--- src/rtl/param_universal_shift_reg.sv ---
// -----------------------------------------------------------------------------
// param_universal_shift_reg
//
// Parameterised universal shift register. It accepts single-step commands
// (hold, shift, rotate, load, arithmetic shift) and multi-cycle burst shifts.
// Commands are taken with a valid/ready handshake.
//
// Ports:
//   clk              - single clock; all state updates on its rising edge
//   rst_n            - synchronous active-low reset
//   in_valid         - a command is present
//   in_ready         - a command is accepted this cycle (high when idle)
//   op[2:0]          - command opcode
//   d[WIDTH-1:0]     - parallel load data
//   amt[CNT_W-1:0]   - burst shift count (saturated to WIDTH)
//   cmd_dir          - burst direction: 0 = right, 1 = left
//   serial_in_left   - fill bit for left shifts
//   serial_in_right  - fill bit for right shifts
//   q[WIDTH-1:0]     - register contents
//   serial_out_left  - q[WIDTH-1]
//   serial_out_right - q[0]
//   busy             - high while a burst executes
//   done             - one-cycle pulse when a burst completes
// -----------------------------------------------------------------------------
module param_universal_shift_reg #(
  parameter int                WIDTH     = 8,
  parameter logic [WIDTH-1:0]  RESET_VAL = '0,
  localparam int               CNT_W     = $clog2(WIDTH + 1)
) (
  input  logic             clk,
  input  logic             rst_n,
  input  logic             in_valid,
  output logic             in_ready,
  input  logic [2:0]       op,
  input  logic [WIDTH-1:0] d,
  input  logic [CNT_W-1:0] amt,
  input  logic             cmd_dir,
  input  logic             serial_in_left,
  input  logic             serial_in_right,
  output logic [WIDTH-1:0] q,
  output logic             serial_out_left,
  output logic             serial_out_right,
  output logic             busy,
  output logic             done
);

  typedef enum logic {IDLE = 1'b0, BURST = 1'b1} state_t;

  localparam logic [CNT_W-1:0] CNT_MAX = CNT_W'(WIDTH);

  state_t           state_reg, state_next;
  logic [CNT_W-1:0] cnt_reg,   cnt_next;
  logic             dir_reg,   dir_next;
  logic [WIDTH-1:0] q_reg,     q_next;
  logic             done_reg,  done_next;

  // Candidate next values for every single-bit move, built per bit so the
  // edge bits (fill / wrap / sign) are explicit.
  logic [WIDTH-1:0] shr_vec, shl_vec, ror_vec, rol_vec, asr_vec;

  genvar gi;
  generate
    for (gi = 0; gi < WIDTH; gi++) begin : g_bits
      if (gi == WIDTH - 1) begin : g_msb
        assign shr_vec[gi] = serial_in_right;
        assign ror_vec[gi] = q_reg[0];
        assign asr_vec[gi] = q_reg[WIDTH-1];
      end else begin : g_not_msb
        assign shr_vec[gi] = q_reg[gi+1];
        assign ror_vec[gi] = q_reg[gi+1];
        assign asr_vec[gi] = q_reg[gi+1];
      end
      if (gi == 0) begin : g_lsb
        assign shl_vec[gi] = serial_in_left;
        assign rol_vec[gi] = q_reg[WIDTH-1];
      end else begin : g_not_lsb
        assign shl_vec[gi] = q_reg[gi-1];
        assign rol_vec[gi] = q_reg[gi-1];
      end
    end
  endgenerate

  logic accept;
  assign accept = in_valid && (state_reg == IDLE);

  always_comb begin
    state_next = state_reg;
    cnt_next   = cnt_reg;
    dir_next   = dir_reg;
    q_next     = q_reg;
    done_next  = 1'b0;

    case (state_reg)
      IDLE: begin
        if (accept) begin
          case (op)
            3'b000: q_next = q_reg;
            3'b001: q_next = shr_vec;
            3'b010: q_next = shl_vec;
            3'b011: q_next = d;
            3'b100: q_next = ror_vec;
            3'b101: q_next = rol_vec;
            3'b110: q_next = asr_vec;
            default: begin
              // Burst: no shift on the accepting edge. A zero count
              // completes immediately without leaving IDLE.
              if (amt == '0) begin
                done_next = 1'b1;
              end else begin
                cnt_next   = (amt > CNT_MAX) ? CNT_MAX : amt;
                dir_next   = cmd_dir;
                state_next = BURST;
              end
            end
          endcase
        end
      end
      BURST: begin
        q_next   = dir_reg ? shl_vec : shr_vec;
        cnt_next = cnt_reg - 1'b1;
        if (cnt_reg == CNT_W'(1)) begin
          state_next = IDLE;
          done_next  = 1'b1;
        end
      end
      default: state_next = IDLE;
    endcase
  end

  always_ff @(posedge clk) begin
    if (!rst_n) begin
      state_reg <= IDLE;
      cnt_reg   <= '0;
      dir_reg   <= 1'b0;
      q_reg     <= RESET_VAL;
      done_reg  <= 1'b0;
    end else begin
      state_reg <= state_next;
      cnt_reg   <= cnt_next;
      dir_reg   <= dir_next;
      q_reg     <= q_next;
      done_reg  <= done_next;
    end
  end

  assign in_ready         = (state_reg == IDLE);
  assign busy             = (state_reg == BURST);
  assign done             = done_reg;
  assign q                = q_reg;
  assign serial_out_left  = q_reg[WIDTH-1];
  assign serial_out_right = q_reg[0];

endmodule

--- config.mk ---
export PLATFORM = sky130hd
export DESIGN_NAME = param_universal_shift_reg
export DESIGN_NICKNAME = d
export VERILOG_FILES = /design/src/rtl/param_universal_shift_reg.sv
export SDC_FILE = /design/constraint.sdc
export NUM_CORES = 1
export LEC_CHECK = 0
export ABC_AREA = 1
export CAP_MARGIN = 40
export CORE_MARGIN = 8
export CORE_UTILIZATION = 40
export DETAILED_ROUTE_END_ITERATION = 10
export GPL_ROUTABILITY_DRIVEN = 0
export PLACE_DENSITY_LB_ADDON = 0.12
export SYNTH_ARGS = -nofsm -noshare
export SYNTH_HDL_FRONTEND = slang
export SYNTH_SLANG_ARGS = --single-unit
--- constraint.sdc ---
create_clock -name clk -period 3.1 [get_ports clk]
set_input_delay 0.465 -clock clk [delete_from_list [all_inputs] [get_ports clk]]
set_output_delay 0.465 -clock clk [all_outputs]
set_load 0.1 [all_outputs]
==> flow_summary.ini, run 1 <==
[clock_tree]
maximum_number_of_buffers_from_clock_root_to_sink = 2
cts_inserted_buffers = 3
cts_hold_repair.buffers = 0
clock_sinks = 15
cts_repair_resize_count = 0
clock-root-buffer = sky130_fd_sc_hd__clkbuf_4
clock_tree.htree_level_count = 1
cts_setup_buffers = 0
path_clk_slew_ps = 100
tritoncts = yes
clock_insertion_delay_worst_skew_ps = 290

[yosys]
synth-compound-area-share = 0.2182
synth_seq_area_share = 0.2700
syn-num-nets = 201
syn-instance-count = 178
yosys.area_share.adder = 0.02250
yosys_register_bits = 15
yosys-mux-area-fraction = 0
synth_largest_type_area_fraction = 0.2700
synth.top_cells.by_area = sky130_fd_sc_hd__dfxtp_1 27%, sky130_fd_sc_hd__nand2_1 13%, sky130_fd_sc_hd__nor2_1 10%
post_synth_xor_area_fraction = 0.01575
cell_taking_the_most_area_after_synthesis = sky130_fd_sc_hd__dfxtp_1
synth_simple_gate_area_frac = 0.3802
synth_top_family_by_area = simple AND/OR/NAND/NOR gates
ys_types = 27
yosys_warning_total = 0
synth.cell_area_mm2 = 0.001112
synthesis.area_per_instance_um2 = 6.249

[sta]
worstMarginPinSlew_ps = 631.5
fmaxAchievable_ghz = 0.4651
rsz0062_at_grt = no
min_period_over_period = 0.6936
max_slew_margin = 0.5785
finClkSkew_ps = 3.490
layout_setup_ws_ps = 949.7
setup_total_negative_slack_ps = 0
final-max-slew-violation-count = 0
period_minus_slack_ps = 2150
hold_viol_final = 0
count_of_endpoints_failing_setup_in_the_final_report = 0

[die]
design.core.area_mm2 = 0.002710
floorplan.die.height_um = 68.74
die_footprint_mm2 = 0.004725
initial_core_util = 0.4104
core.rowCount = 19
die-width_um = 68.74
io_pins = 34

[power]
irDropWorstVdd_mv = 0.2776
power.density_cell_area_mw_per_mm2 = 413.2
post_layout_power_mw = 0.5919
power.static_leakage_nw = 0.6458

[critical_path]
reg2reg_depth = 5
cp_max_fo = 20
rrSetupSlack_ps = 1340
r2r-start = busy
worst-endpoint-arrival_ps = 1690
critPathLaunchType = register
regToRegEndpoint = q[0]
criticalPathCategory = register to primary output
critPathRequiredTime_ps = 2630
end_kind = primary output

[global_route]
antenna_found_initial = 0
grt_pass1_vias = 1121
grt_remaining_overflow = 0
gr-usage-all-layers = 0.1336
pin_count_of_the_biggest_net_entering_global_routing = 21
wire_length_of_the_first_global_routing_pass_um = 4912

[finish]
final_cells = 239
finalNetCount = 232
n_antenna_cell = 0
share_of_layout_cells_above_drive_strength_1 = 0.1587
most-common-layout-cells = 39 x sky130_fd_sc_hd__nand2_1, 30 x sky130_fd_sc_hd__nor2_1, 21 x sky130_fd_sc_hd__o21ai_0
flip_flop_count_of_the_largest_register_all_copies_and_words_added = 8
areaGrowthSynthToFinish_pct = 28.80
final_common_cell = sky130_fd_sc_hd__nand2_1

[route]
wl_per_cell_um = 13.79
initialDrtViolationCount = 93
detail_route.drc_violations = 0
detailedRoute.firstPassIterationCount = 4
detail-route-antenna-nets = 0
postRouteWirelength_um = 3296
vias = 1285
post_drt_via_cell_ratio = 5.377

[worst_hold_path]
hold-path-cell-count = 2
hold_start = cnt_reg[1]
min_delay_worst_endpoint = cnt_reg[1]
min_path_type = register to register

[place]
port-buffer-count = 33
dp_worst_setup_slack_ps = 993.3
dp.final_hpwl_um = 2430
place.detailed.instances = 235

[run]
timing.max_cap.violations = 0

[outcome]
run_status = finished clean
## logic make-up (layout without fill, tap and decap cells)
logic type,Yosys count,after routing
XOR/XNOR,2,2
buffers and inverters,23,53
adder cells (fa/ha/maj),2,2
AND/OR/NAND/NOR,95,95
flip-flops,15,15
AO/OA/AOI/OAI,41,41
## stage by stage
| stage | util | area, µm² | hold WS [ps] |
|---|---|---|---|
| 3_3_place_gp | 0.5185 | 1405 | 495.2 |
| 4_1_cts | 0.5286 | 1433 | 525.1 |
| 3_5_place_dp | 0.5185 | 1405 | 510.9 |
| 5_1_grt | 0.5286 | 1433 | 542.4 |
| 6_report | 0.5286 | 1433 | 517.8 |
| 2_1_floorplan | - | 1112 | 473.0 |
## synth_stat cells
library cell               count
sky130_fd_sc_hd__nand2_1      39
sky130_fd_sc_hd__nor2_1       30
sky130_fd_sc_hd__o21ai_0      21
sky130_fd_sc_hd__nand3_1      16
sky130_fd_sc_hd__dfxtp_1      15
sky130_fd_sc_hd__inv_1        14
sky130_fd_sc_hd__a21oi_1       8
sky130_fd_sc_hd__a21oi_2       8
sky130_fd_sc_hd__nand3_2       3
sky130_fd_sc_hd__nand4_1       3
sky130_fd_sc_hd__a31oi_1       2
sky130_fd_sc_hd__buf_4         2
sky130_fd_sc_hd__clkbuf_1      2
sky130_fd_sc_hd__ha_1          2
sky130_fd_sc_hd__a21boi_0      1
sky130_fd_sc_hd__buf_2         1
sky130_fd_sc_hd__buf_6         1
sky130_fd_sc_hd__clkbuf_2      1
sky130_fd_sc_hd__clkinv_1      1
sky130_fd_sc_hd__inv_2         1
sky130_fd_sc_hd__nand2_2       1
sky130_fd_sc_hd__nand2_4       1
sky130_fd_sc_hd__nor2_2        1
sky130_fd_sc_hd__nor2_4        1
sky130_fd_sc_hd__o21a_1        1
sky130_fd_sc_hd__xnor2_1       1
sky130_fd_sc_hd__xor2_1        1
## worst max-delay path: stages (launching register included)
cell	delay, ps
sky130_fd_sc_hd__dfxtp_1	450
sky130_fd_sc_hd__inv_1	530
sky130_fd_sc_hd__buf_4	410
## metal layers
| metal | up-vias | routed length (µm) | part of all wire | global-route usage |
|---|---|---|---|---|
| li1 | 647 | - | - | - |
| met1 | 597 | 1441 | 0.44 | 0.1512 |
| met2 | 33 | 1614 | 0.49 | 0.2404 |
| met3 | 8 | 180 | 0.055 | 0.02262 |
| met4 | 0 | 60 | 0.018 | 0.05764 |
| met5 | - | 0 | 0 | 0 |
## how the worst max path moves through the flow
stage | start | to | depth (start not counted)
finish | busy | in_ready | 2
global route | busy | in_ready | 2
CTS | busy | in_ready | 2
detailed placement | op[1] | q[5] | 8
global placement | op[1] | q[5] | 8
floorplan | busy | in_ready | 3
## final cells by class
type,count,area [µm²]
fill,281,1277
multi-input combinational,140,708.2
sequential,15,300.3
timing repair buffer,33,297.8
inverter,16,60.06
tap,31,38.79
clock buffer,3,22.52
clock inverter,1,5.005
## where the power goes
part / internal (mW) / leakage [nW] / switching [mW]
logic: 0.0722 / 0.505 / 0.174
registers: 0.207 / 0.123 / 0.0209
clock network: 0.0479 / 0.0177 / 0.0699
No activity file was read; power rests on OpenSTA's default activity.
==> inputs of run 2 (changes only) <==
==> constraint.sdc (replaced) <==
create_clock -name clk -period 2.2 [get_ports clk]
set_input_delay 0.33 -clock clk [delete_from_list [all_inputs] [get_ports clk]]
set_output_delay 0.33 -clock clk [all_outputs]
set_load 0.1 [all_outputs]
==> run 2 against run 1 <==
  * Via count shrank 1.3%
  * Global-route usage grew 1.0 points
  * First-iteration DRC count shrank 19%
  * Register-to-register slack lost 550 ps
  * Final cell count grew 0.84%
  * Wire length shrank 1.1%
  * Sequential power grew 40%
  * Clock skew shrank 2.6 ps
  * Critical path type unchanged
  * Critical endpoint unchanged
==> flow_summary.ini, run 2 (synthesis results as in run 1) <==
[outcome]
run_status = finished clean

[die]
io_pins = 34
design.core.area_mm2 = 0.002710
core.rowCount = 19
die-width_um = 68.74
die_footprint_mm2 = 0.004725
floorplan.die.height_um = 68.74
initial_core_util = 0.4104

[clock_tree]
cts_hold_repair.buffers = 0
maximum_number_of_buffers_from_clock_root_to_sink = 2
tritoncts = yes
path_clk_slew_ps = 90
cts_setup_buffers = 0
clock_tree.htree_level_count = 1
cts_inserted_buffers = 3
cts_repair_resize_count = 0
clock_insertion_delay_worst_skew_ps = 290
clock_sinks = 15
clock-root-buffer = sky130_fd_sc_hd__clkbuf_4

[global_route]
grt_pass1_vias = 1180
wire_length_of_the_first_global_routing_pass_um = 5354
antenna_found_initial = 0
pin_count_of_the_biggest_net_entering_global_routing = 16
gr-usage-all-layers = 0.1440
grt_remaining_overflow = 0

[route]
detail-route-antenna-nets = 0
post_drt_via_cell_ratio = 5.261
wl_per_cell_um = 13.53
vias = 1268
initialDrtViolationCount = 75
detail_route.drc_violations = 0
detailedRoute.firstPassIterationCount = 4
postRouteWirelength_um = 3260

[sta]
setup_total_negative_slack_ps = 0
min_period_over_period = 0.7755
max_slew_margin = 0.6741
worstMarginPinSlew_ps = 487.3
fmaxAchievable_ghz = 0.5861
layout_setup_ws_ps = 493.8
finalHoldWorstSlack_ps = 525.5
final-max-slew-violation-count = 0
finClkSkew_ps = 0.8856
rsz0062_at_grt = no
count_of_endpoints_failing_setup_in_the_final_report = 0
hold_viol_final = 0
period_minus_slack_ps = 1706

[power]
switching_share = 0.4401
power.static_leakage_nw = 0.6590
post_layout_power_mw = 0.8347
power.sequential.fraction = 0.383
power.share.combinational = 0.421
power.density_cell_area_mw_per_mm2 = 572.1
irDropWorstVdd_mv = 0.4503
clock_power_share = 0.196
internal-power_mw = 0.4673
switchingPower_mw = 0.3674

[critical_path]
criticalPathCategory = register to primary output
r2r-start = dir_reg
end_kind = primary output
slowest_stage = sky130_fd_sc_hd__inv_1
crit_family = buffers and inverters
critPathRequiredTime_ps = 1870
slowest_stage_delay_on_critical_path_ps = 340
rrSetupSlack_ps = 790
worst-endpoint-arrival_ps = 1380
cp_max_fo = 15
timing.critical_path.buf_inv = 3
critPathLaunchType = register
regToRegEndpoint = q[6]
reg2reg_depth = 5
timing.critical_path.cells = inv_1 > buf_4 > buf_12

[place]
port-buffer-count = 33
dp.final_hpwl_um = 2466
place.detailed.instances = 237
dp_worst_setup_slack_ps = 285.0

[worst_hold_path]
hold_start = cnt_reg[1]
min_delay_worst_endpoint = cnt_reg[1]
min_path_type = register to register
hold-path-cell-count = 2

[run]
timing.max_cap.violations = 0

[finish]
finalNetCount = 234
n_fill_cell = 266
areaGrowthSynthToFinish_pct = 31.16
flip_flop_count_of_the_largest_register_all_copies_and_words_added = 8
most-common-layout-cells = 39 x sky130_fd_sc_hd__nand2_1, 30 x sky130_fd_sc_hd__nor2_1, 21 x sky130_fd_sc_hd__o21ai_0
final_cells = 241
share_of_layout_cells_above_drive_strength_1 = 0.1619
n_antenna_cell = 0
final_common_cell = sky130_fd_sc_hd__nand2_1
-- run 2: cell types whose count changed in the layout (fill, tap and decap cells not counted), sizes merged --
cell | before | now
clkinv | 2 | 1
buf | 13 | 15
clkbuf | 3 | 4
-- run 2: cell type report --
cell class	count	area (µm²)	area share
tap	31	38.79	0.02659
inverter	16	60.06	0.04117
multi-input combinational	140	708.2	0.4854
timing repair buffer	35	325.3	0.2230
sequential	15	300.3	0.2058
clock buffer	4	26.28	0.01801
-- run 2: worst min-delay path: stages (launching register included) --
cell and delay (ps):
sky130_fd_sc_hd__dfxtp_1 310, sky130_fd_sc_hd__inv_1 100, sky130_fd_sc_hd__a21oi_1 70
-- run 2: power groups by stage --
stage / Clock, mW / Combinational (mW) / Sequential [mW]
2_1_floorplan: 0 / 0.153 / 0.422
3_3_place_gp: 0 / 0.349 / 0.325
3_5_place_dp: 0 / 0.352 / 0.325
4_1_cts: 0.168 / 0.354 / 0.319
5_1_grt: 0.184 / 0.375 / 0.323
6_report: 0.164 / 0.351 / 0.320
-- run 2: per-stage QoR --
stage / util / instance area, µm²
final: 0.5383 / 1459
after global routing: 0.5383 / 1459
after CTS: 0.5383 / 1459
after detailed placement: 0.5286 / 1433
after global placement: 0.5286 / 1433
after floorplan: - / 1112
-- run 2: routing by layer --
metal  track usage  up-vias  share of wire
met5             0        -              0
met4       0.02005        0         0.0077
met3       0.03877        5          0.070
met2        0.2706       33           0.49
met1        0.1610      582           0.43
li1              -      648              -
-- run 2: how the worst max path moves through the flow --
stage / startpoint / end / slack (ps) / cells after the start
6_report: busy / in_ready / 490 / 3
3_5_place_dp: op[1] / q[5] / 290 / 8
4_1_cts: busy / in_ready / 470 / 3
5_1_grt: busy / in_ready / 390 / 3
2_1_floorplan: busy / in_ready / 360 / 3
3_3_place_gp: op[1] / q[5] / 290 / 8
